--- src/rtl/uart_rx_os.sv ---
// Oversampling UART receiver: majority vote per bit, optional parity, 1..2 stop
// bits, and a one-entry holding register with valid/ack and overrun detection.
module uart_rx_os #(
  parameter int DATA_BITS  = 8,
  parameter int OVERSAMPLE = 4,
  parameter int PARITY     = 0,
  parameter int STOP_BITS  = 1
) (
  input  logic                 clock,
  input  logic                 resetn,
  input  logic                 UART_RX,
  output logic [DATA_BITS-1:0] data,
  output logic                 valid,
  input  logic                 ack,
  output logic                 perr,
  output logic                 ferr,
  output logic                 overrun,
  output logic                 busy
);

  localparam int STEP_W = $clog2(OVERSAMPLE);
  localparam int ONES_W = $clog2(OVERSAMPLE + 1);
  localparam int BIT_W  = $clog2(DATA_BITS);

  localparam logic [STEP_W-1:0] STEP_ONE  = STEP_W'(1);
  localparam logic [STEP_W-1:0] STEP_LAST = STEP_W'(OVERSAMPLE - 1);
  localparam logic [ONES_W:0]   VOTE_THR  = (ONES_W + 1)'(OVERSAMPLE);
  localparam logic [BIT_W-1:0]  BIT_ONE   = BIT_W'(1);
  localparam logic [BIT_W-1:0]  DATA_LAST = BIT_W'(DATA_BITS - 1);
  localparam logic [BIT_W-1:0]  STOP_LAST = BIT_W'(STOP_BITS - 1);

  typedef enum logic [2:0] {
    S_IDLE      = 3'd0,
    S_START     = 3'd1,
    S_DATA      = 3'd2,
    S_PAR       = 3'd3,
    S_STOP      = 3'd4,
    S_WAIT_HIGH = 3'd5
  } state_t;

  logic                 sync1_q, sync2_q;
  state_t               state_q;
  logic [STEP_W-1:0]    step_q;
  logic [ONES_W-1:0]    ones_q;
  logic [BIT_W-1:0]     bit_q;
  logic [DATA_BITS-1:0] shift_q;
  logic                 perr_f_q, ferr_f_q, deliver_q, busy_q;
  logic [DATA_BITS-1:0] data_q;
  logic                 valid_q, perr_q, ferr_q, overrun_q;

  logic [ONES_W-1:0]    ones_d;
  logic                 last_d, vote_d, par_err_d, ferr_d;

  // Two-flop synchroniser; idles high so reset cannot look like a start bit.
  always_ff @(posedge clock or negedge resetn) begin
    if (!resetn) begin
      sync1_q <= 1'b1;
      sync2_q <= 1'b1;
    end else begin
      sync1_q <= UART_RX;
      sync2_q <= sync1_q;
    end
  end

  // Vote includes the current sample so a period resolves on its last sample.
  always_comb begin
    ones_d    = ones_q + {{(ONES_W-1){1'b0}}, sync2_q};
    last_d    = (step_q == STEP_LAST);
    vote_d    = ({ones_d, 1'b0} > VOTE_THR);
    par_err_d = (PARITY == 1) ? ~(^shift_q ^ vote_d) : (^shift_q ^ vote_d);
    ferr_d    = ferr_f_q | ~vote_d;
  end

  // Frame FSM: the step/ones pair is reused for every bit period.
  always_ff @(posedge clock or negedge resetn) begin
    if (!resetn) begin
      state_q   <= S_IDLE;
      step_q    <= '0;
      ones_q    <= '0;
      bit_q     <= '0;
      shift_q   <= '0;
      perr_f_q  <= 1'b0;
      ferr_f_q  <= 1'b0;
      deliver_q <= 1'b0;
      busy_q    <= 1'b0;
    end else begin
      deliver_q <= 1'b0;
      step_q    <= last_d ? '0 : step_q + STEP_ONE;
      ones_q    <= last_d ? '0 : ones_d;
      case (state_q)
        S_IDLE: begin
          ones_q <= '0;
          bit_q  <= '0;
          if (!sync2_q) begin
            state_q  <= S_START;
            step_q   <= STEP_ONE;
            perr_f_q <= 1'b0;
            ferr_f_q <= 1'b0;
            busy_q   <= 1'b1;
          end else begin
            step_q <= '0;
            busy_q <= 1'b0;
          end
        end
        S_START: begin
          if (last_d) begin
            if (vote_d) begin
              state_q <= S_IDLE;
              busy_q  <= 1'b0;
            end else begin
              state_q <= S_DATA;
            end
          end
        end
        S_DATA: begin
          if (last_d) begin
            shift_q <= {vote_d, shift_q[DATA_BITS-1:1]};
            if (bit_q == DATA_LAST) begin
              bit_q   <= '0;
              state_q <= (PARITY != 0) ? S_PAR : S_STOP;
            end else begin
              bit_q <= bit_q + BIT_ONE;
            end
          end
        end
        S_PAR: begin
          if (last_d) begin
            perr_f_q <= par_err_d;
            state_q  <= S_STOP;
          end
        end
        S_STOP: begin
          if (last_d) begin
            ferr_f_q <= ferr_d;
            if (bit_q == STOP_LAST) begin
              bit_q     <= '0;
              deliver_q <= 1'b1;
              state_q   <= ferr_d ? S_WAIT_HIGH : S_IDLE;
            end else begin
              bit_q <= bit_q + BIT_ONE;
            end
          end
        end
        S_WAIT_HIGH: begin
          step_q <= '0;
          ones_q <= '0;
          busy_q <= 1'b0;
          if (sync2_q) begin
            state_q <= S_IDLE;
          end
        end
        default: begin
          state_q <= S_IDLE;
          step_q  <= '0;
          ones_q  <= '0;
          busy_q  <= 1'b0;
        end
      endcase
    end
  end

  // Holding register; an ack in the delivery cycle consumes the old word.
  always_ff @(posedge clock or negedge resetn) begin
    if (!resetn) begin
      data_q    <= '0;
      valid_q   <= 1'b0;
      perr_q    <= 1'b0;
      ferr_q    <= 1'b0;
      overrun_q <= 1'b0;
    end else if (deliver_q) begin
      data_q    <= shift_q;
      perr_q    <= perr_f_q;
      ferr_q    <= ferr_f_q;
      valid_q   <= 1'b1;
      overrun_q <= valid_q & ~ack;
    end else if (valid_q && ack) begin
      valid_q   <= 1'b0;
      overrun_q <= 1'b0;
    end
  end

  assign data    = data_q;
  assign valid   = valid_q;
  assign perr    = perr_q;
  assign ferr    = ferr_q;
  assign overrun = overrun_q;
  assign busy    = busy_q;

endmodule

--- config.mk ---
export PLATFORM = sky130hd
export DESIGN_NAME = uart_rx_os
export DESIGN_NICKNAME = d
export VERILOG_FILES = /design/src/rtl/uart_rx_os.sv
export SDC_FILE = /design/constraint.sdc
export NUM_CORES = 1
export LEC_CHECK = 0
export BUFFER_PORTS_ARGS = -buffer_cell sky130_fd_sc_hd__clkbuf_2
export CAP_MARGIN = 20
export CORE_AREA = 2 2 74 76
export CTS_CLUSTER_SIZE = 24
export DETAILED_ROUTE_END_ITERATION = 6
export DIE_AREA = 0 0 76 78
export PLACE_DENSITY_LB_ADDON = 0.05
export SLEW_MARGIN = 10
export SYNTH_ARGS = -nofsm -noshare
export SYNTH_HDL_FRONTEND = slang
export SYNTH_SLANG_ARGS = --single-unit
--- constraint.sdc ---
create_clock -name clock -period 2.2 [get_ports clock]
set_input_delay 0.22 -clock clock [delete_from_list [all_inputs] [get_ports clock]]
set_output_delay 0.22 -clock clock [all_outputs]
set_load 0.05 [all_outputs]
* Yosys cells after proc, flatten, opt, wreduce, memory -nomap -nowiden
Cells that the tools add are included.
** Word-level totals
- Logic and storage cells :: 94
- Output and inout bits :: 13
- Bits in registers :: 37
- Bits of input ports :: 4
** Cells by class
- Reduce and logical (&&, ||, !) cells :: 16
- Mux-type cells :: 36
- Bitwise operators :: 6
- Add/subtract/negate cells :: 3
- $lt $le $gt $ge :: 1
- Eq/ne operators :: 16
** Operator list (count)
- 3-bit 2-to-1 mux :: 15
- 2-bit != test (second input constant) :: 9
- 3-bit case mux with 6 select lines :: 1
- 1-bit 2-to-1 mux :: 13
- 3-bit AND reduction :: 4
- 3-bit equality test (second input constant) :: 3
- 3-bit case mux with 3 select lines :: 1
- 8-bit AND reduction :: 1
- 8-bit XOR reduction :: 1
- 3-bit by 2-bit equality test with 1-bit output (second input constant) :: 2
- 3-bit logical NOT :: 2
- 2-bit nonzero test :: 3
- 4-bit by 3-bit > comparator with 1-bit output (second input constant) :: 1
- 2-bit 2-to-1 mux :: 2
- 1-bit case mux with 2 select lines :: 2
- 2-bit case mux with 2 select lines :: 1
- 4-bit OR reduction :: 1
- 3-bit by 1-bit adder with 3-bit output :: 1
- 3-bit by 1-bit adder with 3-bit output (second input constant) :: 1
- 3-bit by 1-bit equality test with 1-bit output (second input constant) :: 1
- 1-bit inverter :: 3
- 1-bit case mux with 3 select lines :: 1
- 3-bit nonzero test :: 1
- 3-bit OR reduction :: 1
- other kinds (7) :: 7

* Longest topological paths before layout
Gate-level depths: netlist of run 1.
- Depth in word-level cells :: 8
- Depth in mapped cells :: 6
- Depth with buffers taken out :: 6

* Least setup slack after synthesis of run 1
OpenSTA, ideal clock, no wires.
- Path kind :: register -> register
- From :: register sync2_q
- To :: register perr_f_q
- Path slack :: 0.200 ns
- Cell stages (with the launch flop) :: 7
- Setup time :: 0.122 ns
- Clock period less this slack :: 2.000 ns
- Data required time :: 2.078 ns
- Arrival time :: 1.879 ns
- Path buffers :: 0
- Cell sequence :: dfstp_2 > ha_1 > ha_1 > and2_1 > nor2_1 > xnor3_1 > a32o_1
** On the way
- Word-level cells in the longest chain between the ends :: 5
- Elaborated cells on any way between the ends :: 7
- Classes of those cells :: 1 x add/sub; 1 x order compare; 1 x eq/ne; 2 x mux; 1 x bitwise; 1 x reduce/logical
** Ends and longest elaborated chain
- start, declared :: line 41 : logic sync1_q, sync2_q;
- start signal, assigned :: line 61 : sync2_q <= sync1_q;
- 3-bit by 1-bit adder with 3-bit output :: line 67 : ones_d = ones_q + {{(ONES_W-1){1'b0}}, sync2_q};
- 4-bit by 3-bit > comparator with 1-bit output :: line 69 : vote_d = ({ones_d, 1'b0} > VOTE_THR);
- 1-bit bitwise XOR :: line 70 : par_err_d = (PARITY == 1) ? ~(^shift_q ^ vote_d) : (^shift_q ^ vote_d);
- 1-bit 2-to-1 mux :: line 127 : if (last_d) begin
- 1-bit case mux with 2 select lines :: line 90 : case (state_q)
- end signal, assigned :: line 128 : perr_f_q <= par_err_d;
- end, declared :: line 47 : logic perr_f_q, ferr_f_q, deliver_q, busy_q;
Several ways; a longest one is shown, not always the timed one. The select of a mux whose other input is x is not followed.
A chain may end at the register's enable or synchronous reset.

* Worst setup path in the final report of run 1
Ends and elaborated chain as after synthesis.

==> summary.txt, run 1 <==
Routed WL: 3.22 mm
switch share: 35.7%
vias in the first global route: 1,064
core area: 5040 µm²
Final Hold Vio Count: 0
total power draw: 2.55 mW
Port-buffer cells: 16
non-filler cells, final: 238
area used by multi-input combinational logic: 738 µm²
WS Path Type: flip-flop to flip-flop
final worst setup slack: 143 ps
Reg clk slew, reported paths: 70 ps
Leak Pwr: 1.00 nW
worst rel slew slack: 64.9%
vias per cell: 4.79
fillers: 498
Overflow after GRT: 0
Yosys warning count: 0
DP Worst Slack: 147 ps
Detail Route Antenna Nets: 0
Setup Skew: 5.20 ps
H-tree levels: 2
Synth Cell Area: 1720 µm²
Synth Instances: 142
commonest non-fill, non-tap cell in the layout: dfrtp_1
Total Neg Setup Slack: 0 ps
Initial Util: 34.0%
row count: 26
vias: 1,140
top post-synthesis cells by area: dfrtp_1 51%, mux2_2 12%, ha_1 4.4%
commonest non-fill, non-tap cells in the layout: 35 x dfrtp_1, 18 x mux2_2, 16 x clkbuf_2
HP Class: input pin to flip-flop
outcome: complete, no violations
Root Driver: clkbuf_8
initial antenna violation count: 0
Final setup viols: 0
worst slew pin tran: 524 ps
I/O Pins: 17
gpl congestion: 0.793
Synth cell types: 37
drt pass-1 iters: 4
WL/cell: 13.5 µm
final core utilization: 40.4%
Req. time, crit path: 2380 ps
Final Slew Violations: 0
WP data arrival: 2240 ps
sequential cell fraction of total power: 38.0%
worst-path fanout max: 4
dpl cell area: 1900 µm²
CTS sink cnt: 37
CTS max path bufs: 2
total die area: 5930 µm²
CTS resizes: 0
register area share after synthesis: 54.1%
CTS tree: yes
Hold Slack: 116 ps
largest net degree at the start of global routing: 38
die height: 78 µm
crit end category: flip-flop
All-Layer GR Usage: 11.9%
first-pass GRT wire length: 5.35 mm
VDD IR max: 0.000420 V
CTS Hold Bufs: 2
layout cells sized above 1: 29.8%
post-synth top area cell: dfrtp_1
fmax: 486 MHz
post-synth top area share: 51.1%
1st-iter DRT viols: 18
internal cell power: 1.64 mW
MaxCap Viol Count: 0
n_diodes: 0
Tcrit/Tclk final: 93.5%
post-layout instance area: 2040 µm²
die width: 76 µm
reg2reg setup slack: 140 ps
register area: 928 µm²
crit start category: flip-flop
Final HPWL DP: 2.24 mm
Area growth syn-to-layout: 18.8%
synthesized area per cell: 12.1 µm²
Skew-Pair Late Insertion Delay: 290 ps
post-layout min period: 2060 ps
combinational share of power: 38.1%
placed cells: 228
Power Density: 1250 nW/µm²
Mapped Nets: 152
Clk network pwr share: 23.9%
register bit total from synthesis: 37
DRC violations left: 0
Post-CTS Setup Bufs: 0
RSZ-0062 raised after global routing: no
nets: 177
Num CTS Buffers: 5
NetSw: 0.909 mW
[worst max-delay path: stages, from the launching register on]
cell and delay [ps]:
dfstp_2 570, ha_1 160, ha_1 230, and2_1 180, nor2_1 140, xnor3_1 410, a32o_1 260
[cells in the mapped netlist]
library cell  number
and2_1             5
a221oi_1           1
nand3_1            1
buf_1              1
o21bai_1           1
a21oi_1            7
a21o_1             2
xor2_1             1
a21boi_0           1
mux2_2            18
a22o_1             2
ha_1               6
a311oi_1           1
nor2b_1            2
o22ai_1            2
dfstp_2            2
mux2i_1            3
o21ai_0            5
buf_2              3
xnor3_1            1
a31oi_1            1
nand2b_1           2
nor2_2             1
or3_1              1
nor3_1             2
nor2_1             9
nand3b_1           1
clkbuf_1           1
and4_1             1
nand2_1            4
a32o_1             1
dfrtp_1           35
inv_1              7
o32ai_1            1
o22a_1             2
xnor2_1            7
a211o_1            1
[area by class of cell]
type                       instances  area share (%)
sequential                        37            45.5
multi-input combinational         93            36.2
timing repair buffer              23            6.75
tap                               70            4.30
clock buffer                       6            4.05
clock inverter                     2            1.84
inverter                           7            1.29
[registers in the layout, indices dropped and copies added, names as in the netlist]
| name | flops |
|---|---|
| ferr_f_q | 1 |
| sync2_q | 1 |
| ferr | 1 |
| state_q | 3 |
| shift_q | 8 |
| valid | 1 |
| sync1_q | 1 |
| perr | 1 |
| perr_f_q | 1 |
| data | 8 |
| overrun | 1 |
| ones_q | 3 |
| deliver_q | 1 |
| step_q | 2 |
| busy | 1 |
| bit_q | 3 |
[power groups by stage]
stage          sequential, mW  combinational, mW  clock, mW
4_1_cts                 0.970              0.982      0.629
5_1_grt                 0.990               1.07      0.664
3_5_place_dp            0.982              0.975          0
3_3_place_gp            0.976              0.968          0
6_report                0.968              0.971      0.609
2_1_floorplan           0.995              0.702          0
[cells by family (layout without fill, tap and decap cells)]
logic type	count (synthesis)	after routing	synth area share [%]
compound gates	28	28	11.0
xor+xnor	9	9	5.40
fa+ha+maj	6	6	4.38
buf+inv	12	38	2.84
flops	37	37	54.1
mux	21	21	13.6
simple gates	29	29	8.68
[routing by layer]
| metal | vias to the layer above | global-route usage [%] | routed length, µm |
|---|---|---|---|
| met5 | - | 0 | 0 |
| met4 | 0 | 5.82 | 65 |
| met3 | 8 | 4.42 | 134 |
| met2 | 22 | 17.3 | 1450 |
| met1 | 559 | 15.6 | 1570 |
| li1 | 551 | - | - |
[path summary, 6_finish.rpt]
| path | start | end | depth (start not counted) |
|---|---|---|---|
| min in group asynchronous | resetn | step_q[1] | 3 |
| worst max-delay path | sync2_q | perr_f_q | 6 |
| worst max register to register | sync2_q | perr_f_q | 6 |
| worst min-delay path | ack | overrun | 2 |
| max in group asynchronous | resetn | sync1_q | 3 |
| worst min register to register | sync1_q | sync2_q | 0 |
Power figures use the tool's default switching activity.
==> run 2, diff against run 1 <==
clock period = 2.6 ns   (was 2.2 ns; I/O delays follow)
==> run 2 against run 1 <==
  * Utilization fell by 1.5 points
  * Fmax is 4.9% lower
  * Cell count fell by 3.4%
  * Hold slack worse by 57 ps
  * Sequential power decreased by 14%
  * Design area fell by 3.6%
  * Sequential share of layout area is 1.7 points higher
  * Highest routed layer unchanged
==> summary.txt, run 2 (synthesis gave the netlist of run 1 again) <==
Root Driver: clkbuf_8
crit start category: flip-flop
combinational share of power: 36.6%
Clk network pwr share: 23.2%
Final HPWL DP: 2.21 mm
reg-to-reg startpoint: sync2_q
WL/cell: 14.1 µm
HP Class: input pin to flip-flop
MaxCap Viol Count: 0
Overflow after GRT: 0
internal cell power: 1.31 mW
most frequent CP cell: ha_1
placed cells: 223
die height: 78 µm
outcome: complete, no violations
CTS max path bufs: 2
H-tree levels: 2
total power draw: 2.07 mW
sequential cell fraction of total power: 40.2%
vias per cell: 4.82
CTS resizes: 0
CTS sink cnt: 37
commonest non-fill, non-tap cells in the layout: 35 x dfrtp_1, 18 x mux2_2, 16 x clkbuf_2
RSZ-0062 raised after global routing: no
fmax: 462 MHz
worst-path fanout max: 4
worst slew pin tran: 940 ps
Detail Route Antenna Nets: 0
Port-buffer cells: 16
switch share: 36.6%
gpl congestion: 0.721
nets: 170
VDD IR max: 0.000275 V
WS Path Type: flip-flop to flip-flop
hold depth: 1
Skew-Pair Late Insertion Delay: 280 ps
commonest non-fill, non-tap cell in the layout: dfrtp_1
Buf/Inv on CP: 0
total die area: 5930 µm²
reg2reg setup slack: 440 ps
layout cells sized above 1: 27.5%
Post-CTS Setup Bufs: 0
crit end category: flip-flop
die width: 76 µm
Initial Util: 34.0%
vias: 1,109
All-Layer GR Usage: 12.3%
Worst path slowest cell: dfstp_2
n_diodes: 0
Total Neg Setup Slack: 0 ps
Final Hold Vio Count: 0
r2r endpoint: perr_f_q
CTS tree: yes
Final setup viols: 0
CTS Hold Bufs: 0
Min-Delay Endpoint: sync1_q
post-layout min period: 2160 ps
Final Slew Violations: 0
reg2reg path depth: 6
I/O Pins: 17
Reg clk slew, reported paths: 70 ps
initial antenna violation count: 0
Setup Skew: 3.80 ps
drt pass-1 iters: 4
Num CTS Buffers: 5
Req. time, crit path: 2780 ps
Area growth syn-to-layout: 14.5%
worst rel slew slack: 37.3%
Power Density: 1050 nW/µm²
DRC violations left: 0
vias in the first global route: 1,118
core area: 5040 µm²
largest net degree at the start of global routing: 38
Leak Pwr: 0.967 nW
Worst Hold Launch: UART_RX
CP top delay family: flip-flops
Routed WL: 3.25 mm
non-filler cells, final: 230
Worst path max stage delay: 560 ps
1st-iter DRT viols: 29
WP data arrival: 2340 ps
Tcrit/Tclk final: 83.2%
first-pass GRT wire length: 5.62 mm
NetSw: 0.757 mW
row count: 26
cell breakdown of the critical path: ha_1 > ha_1 > and2_1 > nor2_1 > xnor3_1 > a32o_1
==> run 2: changes by cell type in the layout (fill, tap and decap cells not counted), sizes merged <==
cell         previous run  this run
clkbuf                 22        21
dlygate4sd3             2         0
clkinv                  0         1
buf                     5         0
clkinvlp                1         0
==> run 2: worst max-delay path by stage <==
| stage | end | depth (start not counted) | slack [ps] | startpoint |
|---|---|---|---|---|
| after CTS | perr_f_q | 6 | 430 | sync2_q |
| after global routing | perr_f_q | 6 | 310 | sync2_q |
| final | perr_f_q | 6 | 440 | sync2_q |
| after detailed placement | perr_f_q | 6 | 430 | sync2_q |
| after floorplan | perr_f_q | 6 | 600 | sync2_q |
| after global placement | perr_f_q | 6 | 520 | sync2_q |
==> run 2: layer usage <==
layer	vias to the layer above	GRT usage (%)	share of wire, %
met5	-	0	0
met4	0	4.55	0.98
met3	4	4.65	4.0
met2	26	17.9	44
met1	543	16.5	51
li1	536	-	-
==> run 2: final cells by class <==
class | instances | area [µm²]
Sequential cell | 37 | 928
Timing Repair Buffer | 16 | 80.1
Multi-Input combinational cell | 93 | 738
Fill cell | 504 | 3080
Clock inverter | 2 | 35.0
Tap cell | 70 | 87.6
Clock buffer | 5 | 68.8
Inverter | 7 | 26.3
==> run 2: metrics by stage <==
step	hold slack (ps)	cell area [µm²]	setup WS, ps	utilization [%]
after floorplan	-35.6	1720	600	-
after global placement	349	1860	516	36.9
after detailed placement	358	1860	426	36.9
after CTS	50.9	1960	425	39.0
after global routing	40.6	1960	306	39.0
final	58.9	1960	437	39.0
==> run 2: power groups by stage <==
stage	clock, mW	sequential, mW	combinational (mW)
4_1_cts	0.499	0.832	0.767
6_report	0.480	0.832	0.758
3_3_place_gp	0	0.841	0.756
5_1_grt	0.529	0.859	0.858
2_1_floorplan	0	0.842	0.594
3_5_place_dp	0	0.844	0.765
